[src/rtl/mc_ctrl_if.sv]
// Control bus between the multi-cycle MIPS control FSM (master) and its datapath (slave).
`timescale 1ns/1ps
interface mc_ctrl_if;
    logic [5:0]  op_i;
    logic [5:0]  func_i;
    logic [4:0]  rt_i;
    logic [4:0]  rd_i;
    logic        zero_i;
    logic        mem_ready_i;
    logic        mem_req_o;
    logic        mem_we_o;
    logic        iord_o;
    logic        ir_we_o;
    logic        pc_we_o;
    logic        pc_src_o;
    logic        alu_src_a_o;
    logic [1:0]  alu_src_b_o;
    logic [2:0]  alu_ctl_o;
    logic        reg_we_o;
    logic        reg_dst_o;
    logic        mem_to_reg_o;
    logic        instr_done_o;
    logic        illegal_o;
    logic [2:0]  state_o;
    logic [31:0] cycle_cnt_o;
    logic [31:0] instr_cnt_o;

    modport master (
        input  op_i, func_i, rt_i, rd_i, zero_i, mem_ready_i,
        output mem_req_o, mem_we_o, iord_o, ir_we_o, pc_we_o, pc_src_o,
               alu_src_a_o, alu_src_b_o, alu_ctl_o, reg_we_o, reg_dst_o,
               mem_to_reg_o, instr_done_o, illegal_o, state_o,
               cycle_cnt_o, instr_cnt_o
    );

    modport slave (
        output op_i, func_i, rt_i, rd_i, zero_i, mem_ready_i,
        input  mem_req_o, mem_we_o, iord_o, ir_we_o, pc_we_o, pc_src_o,
               alu_src_a_o, alu_src_b_o, alu_ctl_o, reg_we_o, reg_dst_o,
               mem_to_reg_o, instr_done_o, illegal_o, state_o,
               cycle_cnt_o, instr_cnt_o
    );
endinterface

[src/rtl/mc_ctrl_fsm.sv]
// Multi-cycle control FSM for a 10-instruction MIPS subset sharing one memory port.
// Optional performance counters are built when MC_PERF_CNT_EN is defined.
`timescale 1ns/1ps
module mc_ctrl_fsm #(
    parameter int unsigned MEM_TIMEOUT = 16
) (
    input  logic      clk_i,
    input  logic      rst_i,
    mc_ctrl_if.master bus
);
    typedef enum logic [2:0] {
        S_FETCH  = 3'd0,
        S_DECODE = 3'd1,
        S_EXEC   = 3'd2,
        S_MEM    = 3'd3,
        S_WB     = 3'd4,
        S_TRAP   = 3'd5
    } state_e;

    localparam int unsigned TW  = (MEM_TIMEOUT > 1) ? $clog2(MEM_TIMEOUT + 1) : 1;
    localparam logic [31:0] TMO = 32'(MEM_TIMEOUT);

    state_e        state_q, state_d;
    logic [TW-1:0] tmo_q, tmo_d;

    logic       is_r, is_addi, is_lw, is_sw, is_slti, is_beq, func_ok, op_ok;
    logic [2:0] r_alu;
    logic [4:0] dest_idx;

    logic       mem_req_c, mem_we_c, iord_c, ir_we_c, pc_we_c, pc_src_c;
    logic       alu_src_a_c, reg_we_c, reg_dst_c, mem_to_reg_c, instr_done_c;
    logic       illegal_c, wait_c, tmo_hit_c;
    logic [1:0] alu_src_b_c;
    logic [2:0] alu_ctl_c;

    always_comb begin
        is_r    = (bus.op_i == 6'h00);
        is_addi = (bus.op_i == 6'h08);
        is_lw   = (bus.op_i == 6'h23);
        is_sw   = (bus.op_i == 6'h2b);
        is_slti = (bus.op_i == 6'h0a);
        is_beq  = (bus.op_i == 6'h04);
        func_ok = 1'b1;
        r_alu   = 3'd0;
        case (bus.func_i)
            6'h20:   r_alu = 3'd0;
            6'h22:   r_alu = 3'd1;
            6'h24:   r_alu = 3'd2;
            6'h25:   r_alu = 3'd3;
            6'h2a:   r_alu = 3'd4;
            default: func_ok = 1'b0;
        endcase
        op_ok    = (is_r && func_ok) || is_addi || is_lw || is_sw || is_slti || is_beq;
        dest_idx = is_r ? bus.rd_i : bus.rt_i;
    end

    always_comb begin
        state_d      = state_q;
        mem_req_c    = 1'b0;
        mem_we_c     = 1'b0;
        iord_c       = 1'b0;
        ir_we_c      = 1'b0;
        pc_we_c      = 1'b0;
        pc_src_c     = 1'b0;
        alu_src_a_c  = 1'b0;
        alu_src_b_c  = 2'd0;
        alu_ctl_c    = 3'd0;
        reg_we_c     = 1'b0;
        reg_dst_c    = 1'b0;
        mem_to_reg_c = 1'b0;
        instr_done_c = 1'b0;
        illegal_c    = 1'b0;
        case (state_q)
            S_FETCH: begin
                mem_req_c   = 1'b1;
                alu_src_b_c = 2'd1;
                if (bus.mem_ready_i) begin
                    ir_we_c = 1'b1;
                    pc_we_c = 1'b1;
                    state_d = S_DECODE;
                end
            end
            S_DECODE: begin
                // Speculatively form the branch target while the opcode is decoded.
                alu_src_b_c = 2'd3;
                state_d     = op_ok ? S_EXEC : S_TRAP;
            end
            S_EXEC: begin
                alu_src_a_c = 1'b1;
                if (is_r) begin
                    alu_ctl_c = r_alu;
                    state_d   = S_WB;
                end else if (is_addi || is_lw || is_sw) begin
                    alu_src_b_c = 2'd2;
                    state_d     = is_addi ? S_WB : S_MEM;
                end else if (is_slti) begin
                    alu_src_b_c = 2'd2;
                    alu_ctl_c   = 3'd4;
                    state_d     = S_WB;
                end else if (is_beq) begin
                    alu_ctl_c    = 3'd1;
                    pc_src_c     = 1'b1;
                    pc_we_c      = bus.zero_i;
                    instr_done_c = 1'b1;
                    state_d      = S_FETCH;
                end else begin
                    state_d = S_TRAP;
                end
            end
            S_MEM: begin
                mem_req_c = 1'b1;
                iord_c    = 1'b1;
                mem_we_c  = is_sw;
                if (!(is_lw || is_sw)) begin
                    state_d = S_TRAP;
                end else if (bus.mem_ready_i) begin
                    instr_done_c = is_sw;
                    state_d      = is_lw ? S_WB : S_FETCH;
                end
            end
            S_WB: begin
                reg_we_c     = (dest_idx != 5'd0);
                reg_dst_c    = is_r;
                mem_to_reg_c = is_lw;
                instr_done_c = 1'b1;
                state_d      = S_FETCH;
            end
            S_TRAP: begin
                illegal_c = 1'b1;
            end
            default: state_d = S_TRAP;
        endcase

        // A stalled memory handshake that exhausts its budget overrides the normal transition.
        wait_c    = mem_req_c && !bus.mem_ready_i;
        tmo_hit_c = (TMO != 32'd0) && wait_c && ((32'(tmo_q) + 32'd1) == TMO);
        if (tmo_hit_c) begin
            state_d = S_TRAP;
        end
        tmo_d = (wait_c && (state_d == state_q)) ? (tmo_q + TW'(1)) : '0;
    end

    always_ff @(posedge clk_i or negedge rst_i) begin
        if (!rst_i) begin
            state_q <= S_FETCH;
            tmo_q   <= '0;
        end else begin
            state_q <= state_d;
            tmo_q   <= tmo_d;
        end
    end

    // Controls are forced low while reset is held so no write can escape mid-reset.
    assign bus.mem_req_o    = rst_i & mem_req_c;
    assign bus.mem_we_o     = rst_i & mem_we_c;
    assign bus.iord_o       = rst_i & iord_c;
    assign bus.ir_we_o      = rst_i & ir_we_c;
    assign bus.pc_we_o      = rst_i & pc_we_c;
    assign bus.pc_src_o     = rst_i & pc_src_c;
    assign bus.alu_src_a_o  = rst_i & alu_src_a_c;
    assign bus.alu_src_b_o  = {2{rst_i}} & alu_src_b_c;
    assign bus.alu_ctl_o    = {3{rst_i}} & alu_ctl_c;
    assign bus.reg_we_o     = rst_i & reg_we_c;
    assign bus.reg_dst_o    = rst_i & reg_dst_c;
    assign bus.mem_to_reg_o = rst_i & mem_to_reg_c;
    assign bus.instr_done_o = rst_i & instr_done_c;
    assign bus.illegal_o    = rst_i & illegal_c;
    assign bus.state_o      = state_q;

`ifdef MC_PERF_CNT_EN
    logic [31:0] cycle_cnt_q, cycle_cnt_d, instr_cnt_q, instr_cnt_d;

    always_comb begin
        cycle_cnt_d = (state_q != S_TRAP) ? cycle_cnt_q + 32'd1 : cycle_cnt_q;
        instr_cnt_d = instr_done_c ? instr_cnt_q + 32'd1 : instr_cnt_q;
    end

    always_ff @(posedge clk_i or negedge rst_i) begin
        if (!rst_i) begin
            cycle_cnt_q <= 32'd0;
            instr_cnt_q <= 32'd0;
        end else begin
            cycle_cnt_q <= cycle_cnt_d;
            instr_cnt_q <= instr_cnt_d;
        end
    end

    assign bus.cycle_cnt_o = cycle_cnt_q;
    assign bus.instr_cnt_o = instr_cnt_q;
`else
    assign bus.cycle_cnt_o = 32'd0;
    assign bus.instr_cnt_o = 32'd0;
`endif
endmodule

[src/flat_wrapper.sv]
// flat-port wrapper written by rule: the top's interface ports become plain ports
module mc_ctrl_fsm_flat 
#(
    parameter int unsigned MEM_TIMEOUT = 16
)
  (clk_i, rst_i, bus_op_i, bus_func_i, bus_rt_i, bus_rd_i, bus_zero_i, bus_mem_ready_i, bus_mem_req_o, bus_mem_we_o, bus_iord_o, bus_ir_we_o, bus_pc_we_o, bus_pc_src_o, bus_alu_src_a_o, bus_alu_src_b_o, bus_alu_ctl_o, bus_reg_we_o, bus_reg_dst_o, bus_mem_to_reg_o, bus_instr_done_o, bus_illegal_o, bus_state_o, bus_cycle_cnt_o, bus_instr_cnt_o);
  mc_ctrl_if bus_i ();
  input  logic clk_i;
  input  logic rst_i;
  input wire logic [$bits(bus_i.op_i)-1:0] bus_op_i;
  input wire logic [$bits(bus_i.func_i)-1:0] bus_func_i;
  input wire logic [$bits(bus_i.rt_i)-1:0] bus_rt_i;
  input wire logic [$bits(bus_i.rd_i)-1:0] bus_rd_i;
  input wire logic [$bits(bus_i.zero_i)-1:0] bus_zero_i;
  input wire logic [$bits(bus_i.mem_ready_i)-1:0] bus_mem_ready_i;
  output wire logic [$bits(bus_i.mem_req_o)-1:0] bus_mem_req_o;
  output wire logic [$bits(bus_i.mem_we_o)-1:0] bus_mem_we_o;
  output wire logic [$bits(bus_i.iord_o)-1:0] bus_iord_o;
  output wire logic [$bits(bus_i.ir_we_o)-1:0] bus_ir_we_o;
  output wire logic [$bits(bus_i.pc_we_o)-1:0] bus_pc_we_o;
  output wire logic [$bits(bus_i.pc_src_o)-1:0] bus_pc_src_o;
  output wire logic [$bits(bus_i.alu_src_a_o)-1:0] bus_alu_src_a_o;
  output wire logic [$bits(bus_i.alu_src_b_o)-1:0] bus_alu_src_b_o;
  output wire logic [$bits(bus_i.alu_ctl_o)-1:0] bus_alu_ctl_o;
  output wire logic [$bits(bus_i.reg_we_o)-1:0] bus_reg_we_o;
  output wire logic [$bits(bus_i.reg_dst_o)-1:0] bus_reg_dst_o;
  output wire logic [$bits(bus_i.mem_to_reg_o)-1:0] bus_mem_to_reg_o;
  output wire logic [$bits(bus_i.instr_done_o)-1:0] bus_instr_done_o;
  output wire logic [$bits(bus_i.illegal_o)-1:0] bus_illegal_o;
  output wire logic [$bits(bus_i.state_o)-1:0] bus_state_o;
  output wire logic [$bits(bus_i.cycle_cnt_o)-1:0] bus_cycle_cnt_o;
  output wire logic [$bits(bus_i.instr_cnt_o)-1:0] bus_instr_cnt_o;
  assign bus_i.op_i = bus_op_i;
  assign bus_i.func_i = bus_func_i;
  assign bus_i.rt_i = bus_rt_i;
  assign bus_i.rd_i = bus_rd_i;
  assign bus_i.zero_i = bus_zero_i;
  assign bus_i.mem_ready_i = bus_mem_ready_i;
  assign bus_mem_req_o = bus_i.mem_req_o;
  assign bus_mem_we_o = bus_i.mem_we_o;
  assign bus_iord_o = bus_i.iord_o;
  assign bus_ir_we_o = bus_i.ir_we_o;
  assign bus_pc_we_o = bus_i.pc_we_o;
  assign bus_pc_src_o = bus_i.pc_src_o;
  assign bus_alu_src_a_o = bus_i.alu_src_a_o;
  assign bus_alu_src_b_o = bus_i.alu_src_b_o;
  assign bus_alu_ctl_o = bus_i.alu_ctl_o;
  assign bus_reg_we_o = bus_i.reg_we_o;
  assign bus_reg_dst_o = bus_i.reg_dst_o;
  assign bus_mem_to_reg_o = bus_i.mem_to_reg_o;
  assign bus_instr_done_o = bus_i.instr_done_o;
  assign bus_illegal_o = bus_i.illegal_o;
  assign bus_state_o = bus_i.state_o;
  assign bus_cycle_cnt_o = bus_i.cycle_cnt_o;
  assign bus_instr_cnt_o = bus_i.instr_cnt_o;
  mc_ctrl_fsm #(.MEM_TIMEOUT(MEM_TIMEOUT)) u_core (.clk_i(clk_i), .rst_i(rst_i), .bus(bus_i));
endmodule
[config.mk]
export PLATFORM = sky130hd
export DESIGN_NAME = mc_ctrl_fsm_flat
export DESIGN_NICKNAME = d
export VERILOG_FILES = /design/src/rtl/mc_ctrl_if.sv /design/src/rtl/mc_ctrl_fsm.sv /design/src/flat_wrapper.sv
export SDC_FILE = /design/constraint.sdc
export NUM_CORES = 1
export LEC_CHECK = 0
export ABC_CLOCK_PERIOD_IN_PS = 1900
export CORE_MARGIN = 3
export CORE_UTILIZATION = 33
export CTS_CLUSTER_SIZE = 10
export DETAILED_ROUTE_END_ITERATION = 10
export GPL_ROUTABILITY_DRIVEN = 1
export GPL_TIMING_DRIVEN = 0
export HOLD_SLACK_MARGIN = 0.08
export PLACE_DENSITY = 0.78
export SLEW_MARGIN = 10
export SYNTH_ARGS = -nofsm -noshare
export SYNTH_HDL_FRONTEND = slang
export SYNTH_SLANG_ARGS = --single-unit
[constraint.sdc]
create_clock -name clk_i -period 1.9 [get_ports clk_i]
set_input_delay 0.19 -clock clk_i [delete_from_list [all_inputs] [get_ports clk_i]]
set_output_delay 0.19 -clock clk_i [all_outputs]
set_load 0.01 [all_outputs]
# --- Yosys cells after proc, flatten, opt, wreduce, memory -nomap -nowiden ---
# Cells that the tools add are included.
classes:
  muxes: 48
  n_eq_ne: 17
  n_reduce_logical: 18
  n_bitwise: 14
  add_sub_neg: 2
op_table:
  columns: ["operator", "n"]
  rows:
  - ["$mux 3", 15]
  - ["$eq 6x6->1 const B", 7]
  - ["$eq 32x5->1 const B", 1]
  - ["$mux 1", 23]
  - ["$pmux 3 s6", 1]
  - ["$and 1x1->1", 12]
  - ["$eq 6x4->1 const B", 2]
  - ["$pmux 3 s4", 1]
  - ["$mux 5", 2]
  - ["$logic_or 1x1->1", 8]
  - ["$add 5x1->6 const B", 1]
  - ["$eq 3x2->1 const B", 2]
  - ["$eq 3x3->1 const B", 2]
  - ["$eq 6x3->1 const B", 1]
  - ["$logic_not 6->1", 1]
  - ["$mux 2", 3]
  - ["$pmux 2 s3", 1]
  - ["$add 5x1->5 const B", 1]
  - ["$reduce_bool 5->1", 1]
  - ["$reduce_or 5->1", 1]
  - ["$logic_and 1x1->1", 4]
  - ["$and 3x3->3", 1]
  - ["$eq 3x1->1 const B", 1]
  - ["$eq 3x3->1", 1]
  - ["6 further kinds", 6]
word_totals:
  reg_bits: 8
  output_inout_bits: 84
  word_cells: 101

# --- Logic depth before layout (Yosys ltp) ---
logic_depth:
  word_depth: 15
  mapped_depth: 6

# --- Least setup slack after synthesis ---
# OpenSTA, ideal clock, no wires.
synth_timing:
  path_kind: "reg-to-output"
  from: "register u_core.state_q[2] (netlist: u_core.bus.state_o[2])"
  to: "output bus_alu_ctl_o[1]"
  arrival_ns: 1.524
  slack_ns: 0.186
  n_path_buf: 1
  stages_incl_launch_ff: 6
  cell_sequence: "dfrtp_1 -> buf_2 -> nand2b_1 -> nor2_1 -> nand3b_1 -> nor3b_1"
synth_between:
  elab_chain_len: 3
synth_lines:
  columns: ["element", "line_no", "source"]
  rows:
  - ["start, declared", "mc_ctrl_fsm.sv:23", "state_e state_q, state_d;"]
  - ["start signal, assigned", "mc_ctrl_fsm.sv:148", "state_q <= state_d;"]
  - ["$eq 3x2->1", "mc_ctrl_fsm.sv:73", "case (state_q)"]
  - ["$mux 3", "mc_ctrl_fsm.sv:73", null]
  - ["$and 3x3->3", "mc_ctrl_fsm.sv:162", "assign bus.alu_ctl_o = {3{rst_i}} & alu_ctl_c;"]
  - ["end, declared", "flat_wrapper.sv:24", "output wire logic [$bits(bus_i.alu_ctl_o)-1:0] bus_alu_ctl_o;"]
# Every way passes these cells.

# --- Worst setup path after layout ---
layout_timing:
  from: "input bus_op_i[0]"
  to: "output bus_alu_ctl_o[2]"
layout_between:
  elab_chain_len: 7
  elab_cells_between_ends: 12
layout_lines:
  columns: ["element", "line_no", "source"]
  rows:
  - ["start, declared", "flat_wrapper.sv:10", "input wire logic [$bits(bus_i.op_i)-1:0] bus_op_i;"]
  - ["$eq 6x4->1 / $eq 6x6->1 (equally long branches)", "mc_ctrl_fsm.sv:38, mc_ctrl_fsm.sv:39", null]
  - ["$logic_or 1x1->1 (2 in a row)", "mc_ctrl_fsm.sv:93", "end else if (is_addi || is_lw || is_sw) begin"]
  - ["$mux 3", "mc_ctrl_fsm.sv:93", null]
  - ["$mux 3 (*)", "mc_ctrl_fsm.sv:90", "if (is_r) begin"]
  - ["$mux 3 (*)", "mc_ctrl_fsm.sv:73", null]
  - ["$and 3x3->3 (*)", "mc_ctrl_fsm.sv:162", null]
# Every way passes the cells marked *; elsewhere a longest branch is shown, timed or not.

==> metrics.cfg <==
[place]
post-place-ws_ns = -0.7232
place.gp.congestion = 0.8178
placement.io_buffers = 43
place.detailed.hpwl_mm = 2.664
cell_area_after_placement_sq_mm = 0.002095

[sta]
report.final.setup_viol = 0
holdWs_ns = 0.4904
skew_ns = 0.001742
final_max_slew_viol_count = 0
fmaxAchievable_ghz = 0.5369
worst_slack_ns = 0.03737
grt_setup_unrepaired = yes
setup_tns_ns = 0
post-route-period-util_pct = 98.03
period_needed_ns = 1.863
hold_violations = 0

[floorplanning]
start_util_pct = 35.74
die_span_in_x_microns = 70.38
boundary_pins = 110
die_area_sq_mm = 0.004953
die_h_microns = 70.38
std_cell_rows = 22
fp.coreArea_sq_mm = 0.003826

[yosys]
synth_edf_count = 0
synthXorXnorAreaFrac_pct = 1.921
yosys.area_share.simple_pct = 29.55
synthesis.yosys.warnings = 0
post_synth_num_cell_types = 43
synth_top_family_by_area = buffers and inverters
postSynth.topFlopCell = sky130_fd_sc_hd__dfrtp_1
synthDominantAreaCellType = sky130_fd_sc_hd__buf_4
yosys.area_share.adder_pct = 1.830
synth_compound_gate_area_share_pct = 11.62
mappedNetlistArea_sq_mm = 0.001368
synth.most_common_cell = sky130_fd_sc_hd__buf_4
synth_top_cells_by_area = sky130_fd_sc_hd__buf_4 36%, sky130_fd_sc_hd__dfrtp_1 15%, sky130_fd_sc_hd__nor2_1 4.4%
synth_sequential_area_ratio_pct = 14.64
yosys_register_bits = 8
synth_top_cells_by_count = 65 x sky130_fd_sc_hd__buf_4, 16 x sky130_fd_sc_hd__nor2_1, 8 x sky130_fd_sc_hd__dfrtp_1
synth_area_per_cell_sq_um = 7.815
yosysTopAreaCellShare_pct = 35.68
synth-async-reset-ratio_pct = 100.0
yosys-mux-area-fraction_pct = 2.196
netlist_instances = 175

[final_layout]
multi_input_area_sq_um = 938.4
ff_latch_area_sq_um = 200.2
layout-drive-gt1-share_pct = 36.15
area.growth.synth_to_final_pct = 64.68
insertedDiodeCount = 0
final_design_area_no_fill_sq_mm = 0.002252
fin_util_pct = 58.86
final_net_count = 326
fill_cells = 364

[pwr]
cell_internal_pwr_w = 0.0007574
net_switching_share_of_the_total_power_pct = 38.31
clkPwrFrac_pct = 16.6
share_seq_of_total_power_pct = 18.3
vdd_ir_drop_max_uv = 276.6
powerDensity_mw_per_mm2 = 545.1
net_switching_power_figure_w = 0.0004703
p_leak_nw = 1.211
combinationalPowerShare_pct = 65.1

[setup_path]
cp_data_arrival_time_ns = 1.67
crit_fanout = 7
kind_of_critical_path = primary input to output pin
crit_required_ns = 1.71
cp_startpoint_kind = primary input
setup.worst_path.end_class = output pin

[global_route]
grt_use_total_pct = 12.24
remaining_global_route_overflow = 0
first_global_vias = 1193
grt_pass1_wl_mm = 5.050
largest_net_degree_at_the_start_of_global_routing = 11
antenna_found_initial = 0

[clock_tree]
clkSlewWorstSetupHoldPaths_ns = 0.04
ctsRootBufferMaster = sky130_fd_sc_hd__clkbuf_8
cts_tree = yes
clock_latency_ns = 0.23
cts.path.max_buffers = 2
numClockSinks = 8
tritoncts.num_buffers = 3
htree_depth = 1

[route]
drt_total_wl_mm = 3.409
drc_errors = 0
drt_first_pass_iters = 4
detailedRoute.firstIterationViolations = 45
num_vias = 1402
avgViaCountPerCell = 4.076
wl_per_cell_microns = 9.910
ant_nets = 0

[flow_run]
maxCapViolCount = 0

[min_path]
worst_hold_path_type = flip-flop to flip-flop

[outcome]
status = finished clean

[critical path, cell delays in order]
cell and delay [ns]:
sky130_fd_sc_hd__clkbuf_2 0.15, sky130_fd_sc_hd__nor4_4 0.31, sky130_fd_sc_hd__nand4b_1 0.17, sky130_fd_sc_hd__or4_1 0.49, sky130_fd_sc_hd__a21boi_1 0.13, sky130_fd_sc_hd__clkdlybuf4s15_2 0.23
[timing repair]
action	in CTS	in global routing
gates resized for setup	54	14
pin swaps	3	5
setup buffers	5	6
hold buffers	1	0
setup endpoints to repair	18	13
hold endpoints to repair	8	0
[cell type report]
cell class	count	share of cell area, %
multi-input cells	158	41.67
plain buffers	69	23.11
repair buffers	55	21.33
flip-flops and latches	8	8.889
well taps	48	2.667
clock buffers	3	1.833
inverters	3	0.5000
[placed cells by master, fill, tap and decap left out, types with 3 or more instances in the layout]
| cell type | Yosys | final |
|---|---|---|
| sky130_fd_sc_hd__conb_1 | 1 | 64 |
| sky130_fd_sc_hd__buf_4 | 65 | 76 |
| sky130_fd_sc_hd__and3_4 | 0 | 3 |
| sky130_fd_sc_hd__dlygate4sd2_1 | 0 | 6 |
| sky130_fd_sc_hd__clkbuf_8 | 0 | 3 |
| sky130_fd_sc_hd__nor3_1 | 5 | 5 |
| sky130_fd_sc_hd__nor2_1 | 16 | 14 |
| sky130_fd_sc_hd__nand3_1 | 4 | 4 |
| sky130_fd_sc_hd__mux2i_1 | 3 | 3 |
| sky130_fd_sc_hd__and2_1 | 3 | 3 |
| sky130_fd_sc_hd__nand2_1 | 3 | 3 |
| sky130_fd_sc_hd__nand3b_1 | 4 | 4 |
| sky130_fd_sc_hd__inv_1 | 3 | 3 |
| sky130_fd_sc_hd__or4_1 | 4 | 4 |
| sky130_fd_sc_hd__clkdlybuf4s50_1 | 0 | 23 |
| sky130_fd_sc_hd__dfrtp_1 | 8 | 8 |
| sky130_fd_sc_hd__clkdlybuf4s15_1 | 0 | 3 |
| sky130_fd_sc_hd__a21oi_1 | 4 | 4 |
| sky130_fd_sc_hd__buf_2 | 4 | 8 |
[worst paths after layout]
check,slack [ns],startpoint,cells past startpoint,end
worst max register to register,0.09,u_core.bus.state_o[0],7,u_core.bus.state_o[2]
max in group asynchronous,0.96,rst_i,2,u_core.tmo_q[1]
worst min register to register,0.49,u_core.tmo_q[0],1,u_core.tmo_q[0]
min in group asynchronous,0.69,rst_i,2,u_core.tmo_q[2]
worst max-delay path,0.04,bus_op_i[0],6,bus_alu_ctl_o[2]
worst min-delay path,0.49,u_core.tmo_q[0],1,u_core.tmo_q[0]
[kinds of logic after synthesis]
logic type / count (synthesis)
flip-flops: 8
adder cells (fa/ha/maj): 2
multiplexers: 3
other: 1
XOR/XNOR: 3
AO/OA/AOI/OAI: 20
AND/OR/NAND/NOR: 66
buffers and inverters: 72
[routing by layer]
layer,vias up,GRT usage (%),routed length [microns],part of all wire [%]
met5,-,0,0,0
met1,588,13.04,1262,37
met4,0,6.383,72,2.1
li1,723,-,-,-
met2,82,21.41,1657,49
met3,9,3.741,417,12
[power groups by stage]
stage / clock network (W) / logic, W / registers, W
after CTS: 0.000209 / 0.000704 / 0.000227
after global routing: 0.000217 / 0.000868 / 0.000230
after floorplan: 0 / 0.000437 / 0.000235
after detailed placement: 0 / 0.000695 / 0.000227
after global placement: 0 / 0.000693 / 0.000225
final: 0.000204 / 0.000799 / 0.000225
[stage by stage]
step / total power [W] / instances
2_1_floorplan: 0.0006723 / 238
3_3_place_gp: 0.0009186 / 329
3_5_place_dp: 0.0009217 / 329
4_1_cts: 0.001141 / 338
5_1_grt: 0.001315 / 344
6_report: 0.001228 / 344
[sequential cells by signal (all words and copies together), names as in the netlist]
signal,flops
u_core.bus.state_o,3
u_core.tmo_q,5
Power figures use the tool's default switching activity.
